[src/rtl/spi_pkg.sv]
// Shared types and constants for the SPI requester arbiter.
package spi_pkg;
  typedef enum logic [2:0] {IDLE, CS_SETUP, XFER, CS_HOLD, RESPOND} state_e;

  localparam int SPI_MAX_BYTES       = 4;
  localparam int DEF_CS_SETUP_CYCLES = 4;
  localparam int DEF_CS_HOLD_CYCLES  = 4;
  localparam int DEF_TIMEOUT_CYCLES  = 4095;

  function automatic logic bytes_ok(input logic [2:0] b);
    return (b != 3'd0) && (int'(b) <= SPI_MAX_BYTES);
  endfunction
endpackage

[src/rtl/rr_arbiter.sv]
// Round-robin pick: first valid requester at or after ptr_i, wrapping.
module rr_arbiter #(
  parameter int NUM_REQ = 4,
  localparam int IW = $clog2(NUM_REQ)
) (
  input  logic [NUM_REQ-1:0] valid_i,
  input  logic [IW-1:0]      ptr_i,
  output logic [NUM_REQ-1:0] grant_o,
  output logic [IW-1:0]      idx_o,
  output logic               any_o
);
  always_comb begin
    logic [IW-1:0] k;
    grant_o = '0;
    idx_o   = '0;
    any_o   = 1'b0;
    k       = '0;
    // Scan from farthest to nearest so the closest valid requester wins.
    for (int i = NUM_REQ - 1; i >= 0; i--) begin
      k = IW'((int'(ptr_i) + i) % NUM_REQ);
      if (valid_i[k]) begin
        idx_o = k;
        any_o = 1'b1;
      end
    end
    if (any_o) grant_o[idx_o] = 1'b1;
  end
endmodule

[src/rtl/spi_arbiter.sv]
// Arbitrates NUM_REQ requesters onto one SPI master with CS setup/hold timing.
module spi_arbiter
  import spi_pkg::*;
#(
  parameter int NUM_REQ         = 4,
  parameter int CS_SETUP_CYCLES = DEF_CS_SETUP_CYCLES,
  parameter int CS_HOLD_CYCLES  = DEF_CS_HOLD_CYCLES,
  parameter int TIMEOUT_CYCLES  = DEF_TIMEOUT_CYCLES
) (
  input  logic                 clk_i,
  input  logic                 rstn_i,
  input  logic [NUM_REQ-1:0]   req_valid_i,
  input  logic [32*NUM_REQ-1:0] req_wdata_i,
  input  logic [3*NUM_REQ-1:0] req_bytes_i,
  output logic [NUM_REQ-1:0]   req_ready_o,
  output logic [NUM_REQ-1:0]   rsp_valid_o,
  output logic [31:0]          rsp_rdata_o,
  output logic                 rsp_error_o,
  output logic [NUM_REQ-1:0]   spi_cs_n_o,
  output logic                 spi_enable_o,
  output logic [31:0]          spi_wdata_o,
  output logic [2:0]           spi_bytes_o,
  input  logic                 spi_ready_i,
  input  logic [31:0]          spi_rdata_i,
  input  logic [2:0]           spi_bytes_valid_i
);
  localparam int IW     = $clog2(NUM_REQ);
  localparam int MAX_SH = (CS_SETUP_CYCLES > CS_HOLD_CYCLES) ? CS_SETUP_CYCLES : CS_HOLD_CYCLES;
  localparam int CNT_MX = (MAX_SH > TIMEOUT_CYCLES) ? MAX_SH : TIMEOUT_CYCLES;
  localparam int CW     = $clog2(CNT_MX + 1);

  state_e              state_q, state_d;
  logic [IW-1:0]       ptr_q, ptr_d, idx_q, idx_d;
  logic [31:0]         wdata_q, wdata_d, rdata_q, rdata_d;
  logic [2:0]          bytes_q, bytes_d;
  logic                err_q, err_d;
  logic [CW-1:0]       cnt_q, cnt_d;

  logic [NUM_REQ-1:0]  gnt_vec;
  logic [IW-1:0]       gnt_idx;
  logic                gnt_any;
  logic [2:0]          gnt_bytes;
  logic [NUM_REQ-1:0]  own_oh;
  logic                cs_act;

  rr_arbiter #(.NUM_REQ(NUM_REQ)) u_rr (
    .valid_i (req_valid_i),
    .ptr_i   (ptr_q),
    .grant_o (gnt_vec),
    .idx_o   (gnt_idx),
    .any_o   (gnt_any)
  );

  assign gnt_bytes = req_bytes_i[gnt_idx*3 +: 3];

  always_comb begin
    state_d     = state_q;
    ptr_d       = ptr_q;
    idx_d       = idx_q;
    wdata_d     = wdata_q;
    bytes_d     = bytes_q;
    rdata_d     = rdata_q;
    err_d       = err_q;
    cnt_d       = cnt_q;
    req_ready_o = '0;
    unique case (state_q)
      IDLE: if (spi_ready_i && gnt_any) begin
        req_ready_o = gnt_vec;
        idx_d       = gnt_idx;
        ptr_d       = (gnt_idx == IW'(NUM_REQ - 1)) ? '0 : gnt_idx + 1'b1;
        wdata_d     = req_wdata_i[gnt_idx*32 +: 32];
        bytes_d     = gnt_bytes;
        rdata_d     = '0;
        cnt_d       = '0;
        // Malformed byte counts never touch the bus; answer with an error.
        err_d       = !bytes_ok(gnt_bytes);
        state_d     = bytes_ok(gnt_bytes) ? CS_SETUP : RESPOND;
      end
      CS_SETUP: begin
        cnt_d = cnt_q + 1'b1;
        if (cnt_q == CW'(CS_SETUP_CYCLES - 1)) begin
          cnt_d   = '0;
          state_d = XFER;
        end
      end
      XFER: begin
        cnt_d = cnt_q + 1'b1;
        if (spi_bytes_valid_i == bytes_q) begin
          rdata_d = spi_rdata_i;
          err_d   = 1'b0;
          cnt_d   = '0;
          state_d = CS_HOLD;
        end else if (cnt_q == CW'(TIMEOUT_CYCLES - 1)) begin
          rdata_d = '0;
          err_d   = 1'b1;
          cnt_d   = '0;
          state_d = CS_HOLD;
        end
      end
      CS_HOLD: begin
        // Counter saturates at the hold length; CS releases there while we wait for the master.
        if (cnt_q < CW'(CS_HOLD_CYCLES)) cnt_d = cnt_q + 1'b1;
        if (cnt_q >= CW'(CS_HOLD_CYCLES - 1) && spi_ready_i) begin
          cnt_d   = '0;
          state_d = RESPOND;
        end
      end
      RESPOND: state_d = IDLE;
      default: state_d = IDLE;
    endcase
  end

  always_ff @(posedge clk_i or negedge rstn_i) begin
    if (!rstn_i) begin
      state_q <= IDLE;
      ptr_q   <= '0;
      idx_q   <= '0;
      wdata_q <= '0;
      bytes_q <= '0;
      rdata_q <= '0;
      err_q   <= 1'b0;
      cnt_q   <= '0;
    end else begin
      state_q <= state_d;
      ptr_q   <= ptr_d;
      idx_q   <= idx_d;
      wdata_q <= wdata_d;
      bytes_q <= bytes_d;
      rdata_q <= rdata_d;
      err_q   <= err_d;
      cnt_q   <= cnt_d;
    end
  end

  assign own_oh = NUM_REQ'(1) << idx_q;
  assign cs_act = (state_q == CS_SETUP) || (state_q == XFER) ||
                  ((state_q == CS_HOLD) && (cnt_q < CW'(CS_HOLD_CYCLES)));

  assign spi_cs_n_o   = cs_act ? ~own_oh : '1;
  assign spi_enable_o = (state_q == XFER);
  assign spi_wdata_o  = spi_enable_o ? wdata_q : '0;
  assign spi_bytes_o  = spi_enable_o ? bytes_q : '0;
  assign rsp_valid_o  = (state_q == RESPOND) ? own_oh : '0;
  assign rsp_rdata_o  = (state_q == RESPOND) ? rdata_q : '0;
  assign rsp_error_o  = (state_q == RESPOND) && err_q;
endmodule

[config.mk]
export PLATFORM = sky130hd
export DESIGN_NAME = spi_arbiter
export DESIGN_NICKNAME = d
export VERILOG_FILES = /design/src/rtl/spi_pkg.sv /design/src/rtl/rr_arbiter.sv /design/src/rtl/spi_arbiter.sv
export SDC_FILE = /design/constraint.sdc
export NUM_CORES = 1
export LEC_CHECK = 0
export BUFFER_PORTS_ARGS = -buffer_cell sky130_fd_sc_hd__buf_4
export CELL_PAD_IN_SITES_DETAIL_PLACEMENT = 0
export CELL_PAD_IN_SITES_GLOBAL_PLACEMENT = 1
export CORE_MARGIN = 4
export CORE_UTILIZATION = 35
export CTS_CLUSTER_DIAMETER = 80
export CTS_CLUSTER_SIZE = 8
export DETAILED_ROUTE_END_ITERATION = 7
export HOLD_SLACK_MARGIN = 0.15
export PLACE_DENSITY = 0.83
export SYNTH_ARGS = -nofsm -noshare
export SYNTH_HDL_FRONTEND = slang
export SYNTH_SLANG_ARGS = --single-unit
[constraint.sdc]
create_clock -name clk_i -period 5.8 [get_ports clk_i]
set_clock_uncertainty 0.15 [all_clocks]
set_input_delay 0.29 -clock clk_i [delete_from_list [all_inputs] [get_ports clk_i]]
set_output_delay 0.29 -clock clk_i [all_outputs]
set_load 0.05 [all_outputs]
### After elaboration in Yosys (flattened, before gate mapping)

Index checks and enable logic that the tools add are counted.

* add/subtract/negate cells: 5
* multipliers: 1
* magnitude comparators: 9
* equal/unequal tests: 13
* shift-type cells: 3
* mux-type cells: 49
* bitwise operators: 1
* reductions and logical operators: 17

Operators by type and width (number)
* $mux W32: 5
* $shiftx A128 B8 Y32: 1
* $mux W12: 6
* $pmux W32 S2: 1
* $pmux W12 S4: 1
* $mux W3: 7
* $mux W4: 5
* $lt A2 B3 Y1 const B: 5
* $add A12 B1 Y12 const B: 1
* $eq A12 B12 Y1 const B: 1
* $eq A12 B2 Y1 const B: 1
* $ge A12 B2 Y1 const B: 1
* $lt A12 B3 Y1 const B: 1
* $mux W1: 12
* $pmux W3 S4: 1
* $shiftx A12 B5 Y3: 1
* $mux W2: 5
* $bmux W1 S2: 4
* $eq A3 B2 Y1 const B: 2
* $logic_and A1 B1 Y1: 6
* $ne A2 B2 Y1 const B: 3
* $reduce_and A3 Y1: 2
* $add A2 B1 Y2 const B: 2
* $add A2 B2 Y2 const B: 2
* 21 further kinds: 22

* bits in registers: 87
* input bits: 182
* output and inout port bits: 81
* logic and storage cells: 106

### Depth between registers and ports, before layout

* depth in word-level cells: 14
* gate-level depth with buffers: 10
* gate-level depth less buffers: 8

### Hierarchy

A second synthesis with hierarchy kept.

* cells, all modules: 442
* area total of the unflattened synthesis: 5207.5 um^2

By module, submodules not included
* spi_arbiter: times used 1, cells each 414, area an instance 5031.1 um^2, seq. area each 2177.1 um^2
* rr_arbiter: times used 1, cells each 28, area an instance 176.4 um^2, seq. area each 0.0 um^2

### Least setup slack after synthesis

Ideal clock, no wire load.

* path kind: register -> output
* start: reg state_q[0]
* end: out rsp_valid_o[2]
* arrival: 2216 ps
* data required time: 5360 ps
* slack: 3144 ps
* cell stages (with the launch flop): 5
* path buffers: 1
* cell sequence: dfrtp_1 -> nor2_1 -> clkbuf_1 -> nand2_1 -> nor3b_1

* word-level cells in the longest chain between the ends: 2

RTL lines
* from (decl): line spi_arbiter.sv:32 `state_e state_q, state_d;`
* from (signal assigned): line spi_arbiter.sv:124 `state_q <= state_d;`
* $eq A3 B3 Y1: line spi_arbiter.sv:143 `assign rsp_valid_o = (state_q == RESPOND) ? own_oh : '0;`
* $mux W4: line spi_arbiter.sv:143
* to (decl): line spi_arbiter.sv:16 `output logic [NUM_REQ-1:0] rsp_valid_o,`

Every way passes these cells.

### Worst setup path in the final report

* start: reg ptr_q[0]
* end: out req_ready_o[0]

* word-level cells in the longest chain between the ends: 14
* elaborated cells between the ends (all ways): 28
* those cells by class: 3 x add/sub; 2 x order compare; 21 x mux; 2 x reduce/logical

RTL lines
* from (decl): line spi_arbiter.sv:33 `logic [IW-1:0] ptr_q, ptr_d, idx_q, idx_d;`
* from (signal assigned): line spi_arbiter.sv:125 `ptr_q <= ptr_d;`
* $add A2 B2 Y2: line rr_arbiter.sv:20 `k = IW'((int'(ptr_i) + i) % NUM_REQ);`
* $bmux W1 S2: line rr_arbiter.sv:21 `if (valid_i[k]) begin`
* $mux W1 (implied by the code): line rr_arbiter.sv:21
* $mux W2 (4 in series): line rr_arbiter.sv:21
* $lt A2 B3 Y1 (implied by the code) or $ge A2 B1 Y1 (tied branches): line rr_arbiter.sv:26 `if (any_o) grant_o[idx_o] = 1'b1;`
* $logic_and A1 B1 Y1 (implied by the code): line rr_arbiter.sv:26
* $mux W1 (implied by the code): line rr_arbiter.sv:26
* $demux W1 S2
* $mux W4: line rr_arbiter.sv:26
* $mux W4 *: line spi_arbiter.sv:67 `IDLE: if (spi_ready_i && gnt_any) begin`
* $mux W4 *: line spi_arbiter.sv:66 `unique case (state_q)`
* to (decl): line spi_arbiter.sv:15 `output logic [NUM_REQ-1:0] req_ready_o,`

Every way passes the cells marked *; elsewhere a longest branch is shown, timed or not. The select of a mux whose other input is x is not followed.

==> summary.txt <==
Worst setup path
  – Critical-path top delay cell: a21oi_1
  – Critical Path Sink: req_ready_o[0]
  – Bufs and invs on worst path: 3
  – Critical Path Start: ptr_q[0]$_DFFE_PN0P_
  – Arr. time, crit path: 2.81 ns
  – Critical path depth: 8
  – FF-to-FF path depth: 9
  – Critical Path Start Type: flop
  – Worst Setup End Kind: primary output
  – Internal reg-to-reg setup slack: 2.66 ns
  – Most frequent CP cell: buf_4
  – Family with the most delay on the worst path: buffers and inverters
  – CP required: 5.36 ns
  – Origin of the critical flop-to-flop path: state_q[0]$_DFFE_PN0P_
  – Worst-path cell chain: nand2b_1 > a21oi_1 > nor2_4 > buf_4 > inv_2 > ha_1 > and3_1 > buf_4
  – Crit path largest cell delay: 0.45 ns
  – Worst-path maximum fanout: 67
  – RR Endpoint: err_q$_DFFE_PN0P_
  – WS Path Type: reg2out

STA
  – Fin crit period: 3.251 ns
  – Unrepaired setup endpoints after global routing: false
  – Fmax: 0.3076 GHz
  – Tcrit/Tclk final: 0.5605
  – Endpoints failing setup: 0
  – Slew Viols, Final: 0
  – Worst-Margin Slew: 1.256 ns
  – Setup TNS Final: 0 ns
  – Final Hold Vio Count: 0
  – Rel. slew slack: 0.1617

Cells and area
  – N_diodes: 0
  – Layout Utilization: 0.5534
  – Layout cell share with drive strength beyond 1: 0.3189
  – Area grow syn2layout: 52.44%
  – Total Nets Final: 1,152

GRT
  – Global-route wire length before repair: 30,610 µm
  – Tot GR Track Use: 0.2149
  – Vias in the first global route: 5,864
  – Antenna violations before repair: 0
  – Total congestion overflow: 0
  – Largest net degree at the start of global routing: 68

Power and ir drop
  – LEAKAGE: 4.398 nW
  – Worst vdd ir: 211.4 µV
  – Power density over the cells: 438.6 nW/µm²

CTS
  – CTS Root Buffer Type: clkbuf_16
  – H-tree level count: 3
  – Clk sinks: 87
  – Clock buffer depth: 2
  – Clock-pin slew on the worst setup and hold paths: 0.06 ns
  – Post-CTS setup buffer count: 0
  – CTS tree: done
  – CTS buffer count: 9
  – Clk_lat worst skew: 0.34 ns
  – Quantity of gates resized following cts: 0

Synth
  – Async set-reset flop share out of synthesis: 1.000
  – Syn_area_per_cell: 7.696 µm²
  – Dominant synthesized flop cell: dfrtp_1
  – Most common cell in the netlist: nand2_1
  – Netlist cell types: 45
  – Largest cells by area after synthesis: dfrtp_1, nand2_1, and3_1, o21ai_1, a22o_1
  – Net Count, Synth: 884
  – #FFs+latches synth: 87
  – Post-synth top cells: nand2_1, dfrtp_1, and3_1
  – Synthesized cell area: 5356 µm²
  – Gate count of the mapped netlist: 696
  – Seq/Total Area, Yosys: 0.4064
  – Post-synth EDFFs: 0
  – Yosys top cell area share: 0.4064
  – Top cell type by total area after synthesis: dfrtp_1
  – Synth warnings: 0

Routing
  – Wirelength, routed: 18,730 µm
  – Residual DRC count: 0
  – Routed wire per std cell: 16.24 µm
  – Met3 routed WL: 1693 µm
  – Drt pass-1 iters: 4
  – Final ANT Viol Nets: 0
  – Detailed Route Iter0 Violations: 267
  – WL met1: 7472 µm
  – Via density: 5.018
  – WL met2: 9216 µm
  – Top layer in use: met4
  – Via count: 5,786

Min path
  – Hold WC Path Type: in2reg
  – Hold path cells: 5

Placement
  – PortBufs: 262
  – Routability cong.: 0.7710
  – HPWL Detailed: 13,480 µm

Outcome
  – Status: finished clean

Floorplanning
  – Die Span X: 131.7 µm
  – Std-Cell Rows: 44
  – Num ports: 263
  – Die ar.: 17,350 µm²
  – Die H: 131.7 µm
  – Core Footprint: 14,750 µm²
  – Initial Util: 0.3630

Run
  – Max-cap violations: 0
## worst min-delay path by stage
stage                               start                       to  slack (ns)
after floorplan                    rstn_i   bytes_q[0]$_DFFE_PN0P_       -0.16
after global placement             rstn_i   rdata_q[4]$_DFFE_PN0P_        0.06
after detailed placement           rstn_i   rdata_q[4]$_DFFE_PN0P_        0.06
after CTS                 req_wdata_i[89]  wdata_q[25]$_DFFE_PN0P_        0.15
after global routing      req_wdata_i[69]   wdata_q[5]$_DFFE_PN0P_        0.18
final                     req_wdata_i[89]  wdata_q[25]$_DFFE_PN0P_        0.16
## metrics by stage
step | hold slack [ns] | instances | power [W] | setup slack (ns) | cell area [µm²]
final | 0.1573 | 1153 | 0.003581 | 2.549 | 8165
after global routing | 0.1794 | 1153 | 0.003886 | 2.281 | 8165
after detailed placement | 0.06168 | 1099 | 0.002939 | 2.656 | 7447
after global placement | 0.06009 | 1099 | 0.002920 | 2.708 | 7447
after CTS | 0.1522 | 1153 | 0.003629 | 2.517 | 8165
after floorplan | -0.1556 | 696 | 0.002342 | 3.144 | 5356
## layout make-up
type / count / area [µm²]
Inverter: 9 / 33.78
Multi-Input combinational cell: 547 / 2964
Clock inverter: 6 / 108.9
Tap cell: 184 / 230.2
Fill cell: 1420 / 6589
Timing Repair Buffer: 310 / 2422
Clock buffer: 10 / 229.0
Sequential cell: 87 / 2177
## state kept, by name, indices dropped and copies added, names as in the netlist
register	cells
bytes_q	3
cnt_q	12
err_q	1
idx_q	2
ptr_q	2
rdata_q	32
state_q	3
wdata_q	32
## power by group
part,switching [W],leakage (nW),internal [W],total [W]
sequential,0.000137,1.13,0.000825,0.000962
clock,0.000239,0.166,0.000420,0.000659
combinational,0.00130,3.10,0.000655,0.00196
## worst register-to-register path: stages, from the launching register on
cell      delay (ns)
dfrtp_1         0.51
nor2_2          0.12
buf_4           0.35
a21oi_1         0.17
nor2b_1         0.19
nand2b_2        0.44
buf_4           0.49
nor3_1          0.17
mux2_1          0.33
nor3_1          0.13
## cell families (layout without fill, tap and decap cells)
| logic type | after synthesis | after routing | synth area share |
|---|---|---|---|
| simple gates | 394 | 394 | 0.3452 |
| mux | 4 | 4 | 0.007709 |
| fa+ha+maj | 6 | 6 | 0.01402 |
| xor+xnor | 13 | 13 | 0.02126 |
| buf+inv | 62 | 335 | 0.04532 |
| compound gates | 130 | 130 | 0.1600 |
| flops | 87 | 87 | 0.4064 |
## what timing repair did
action	CTS	global route
setup endpoints to repair	0	0
endpoints found under the hold margin	61	0
hold buffers	38	0
## metal layers
layer,GRT usage,vias to the layer above
met4,0.07001,0
met5,0,-
met1,0.2581,2646
met2,0.3622,202
li1,-,2915
met3,0.07416,23
## placed cells by master, fill, tap and decap left out, types with 2 or more instances in the layout
| master | n |
|---|---|
| xnor2_1 | 5 |
| dlygate4sd3_1 | 38 |
| buf_4 | 272 |
| clkinv_2 | 2 |
| xor2_1 | 8 |
| nand4_1 | 3 |
| or4_4 | 2 |
| nor2b_1 | 4 |
| nor2_2 | 2 |
| nor2_1 | 20 |
| a22o_1 | 32 |
| and2_1 | 2 |
| inv_1 | 6 |
| bufinv_16 | 3 |
| mux2i_1 | 3 |
| nand2_1 | 214 |
| clkbuf_16 | 9 |
| nor3b_1 | 3 |
| a21o_1 | 3 |
| nor3_1 | 4 |
| nand3b_1 | 2 |
| nand3_1 | 52 |
| dfrtp_1 | 87 |
| inv_2 | 3 |
| a21oi_1 | 6 |
| o21ai_1 | 70 |
| ha_1 | 6 |
| and3_1 | 75 |
| nor3_2 | 3 |
| nand2b_1 | 2 |
| o21ai_0 | 6 |
Power figures use the tool's default switching activity.
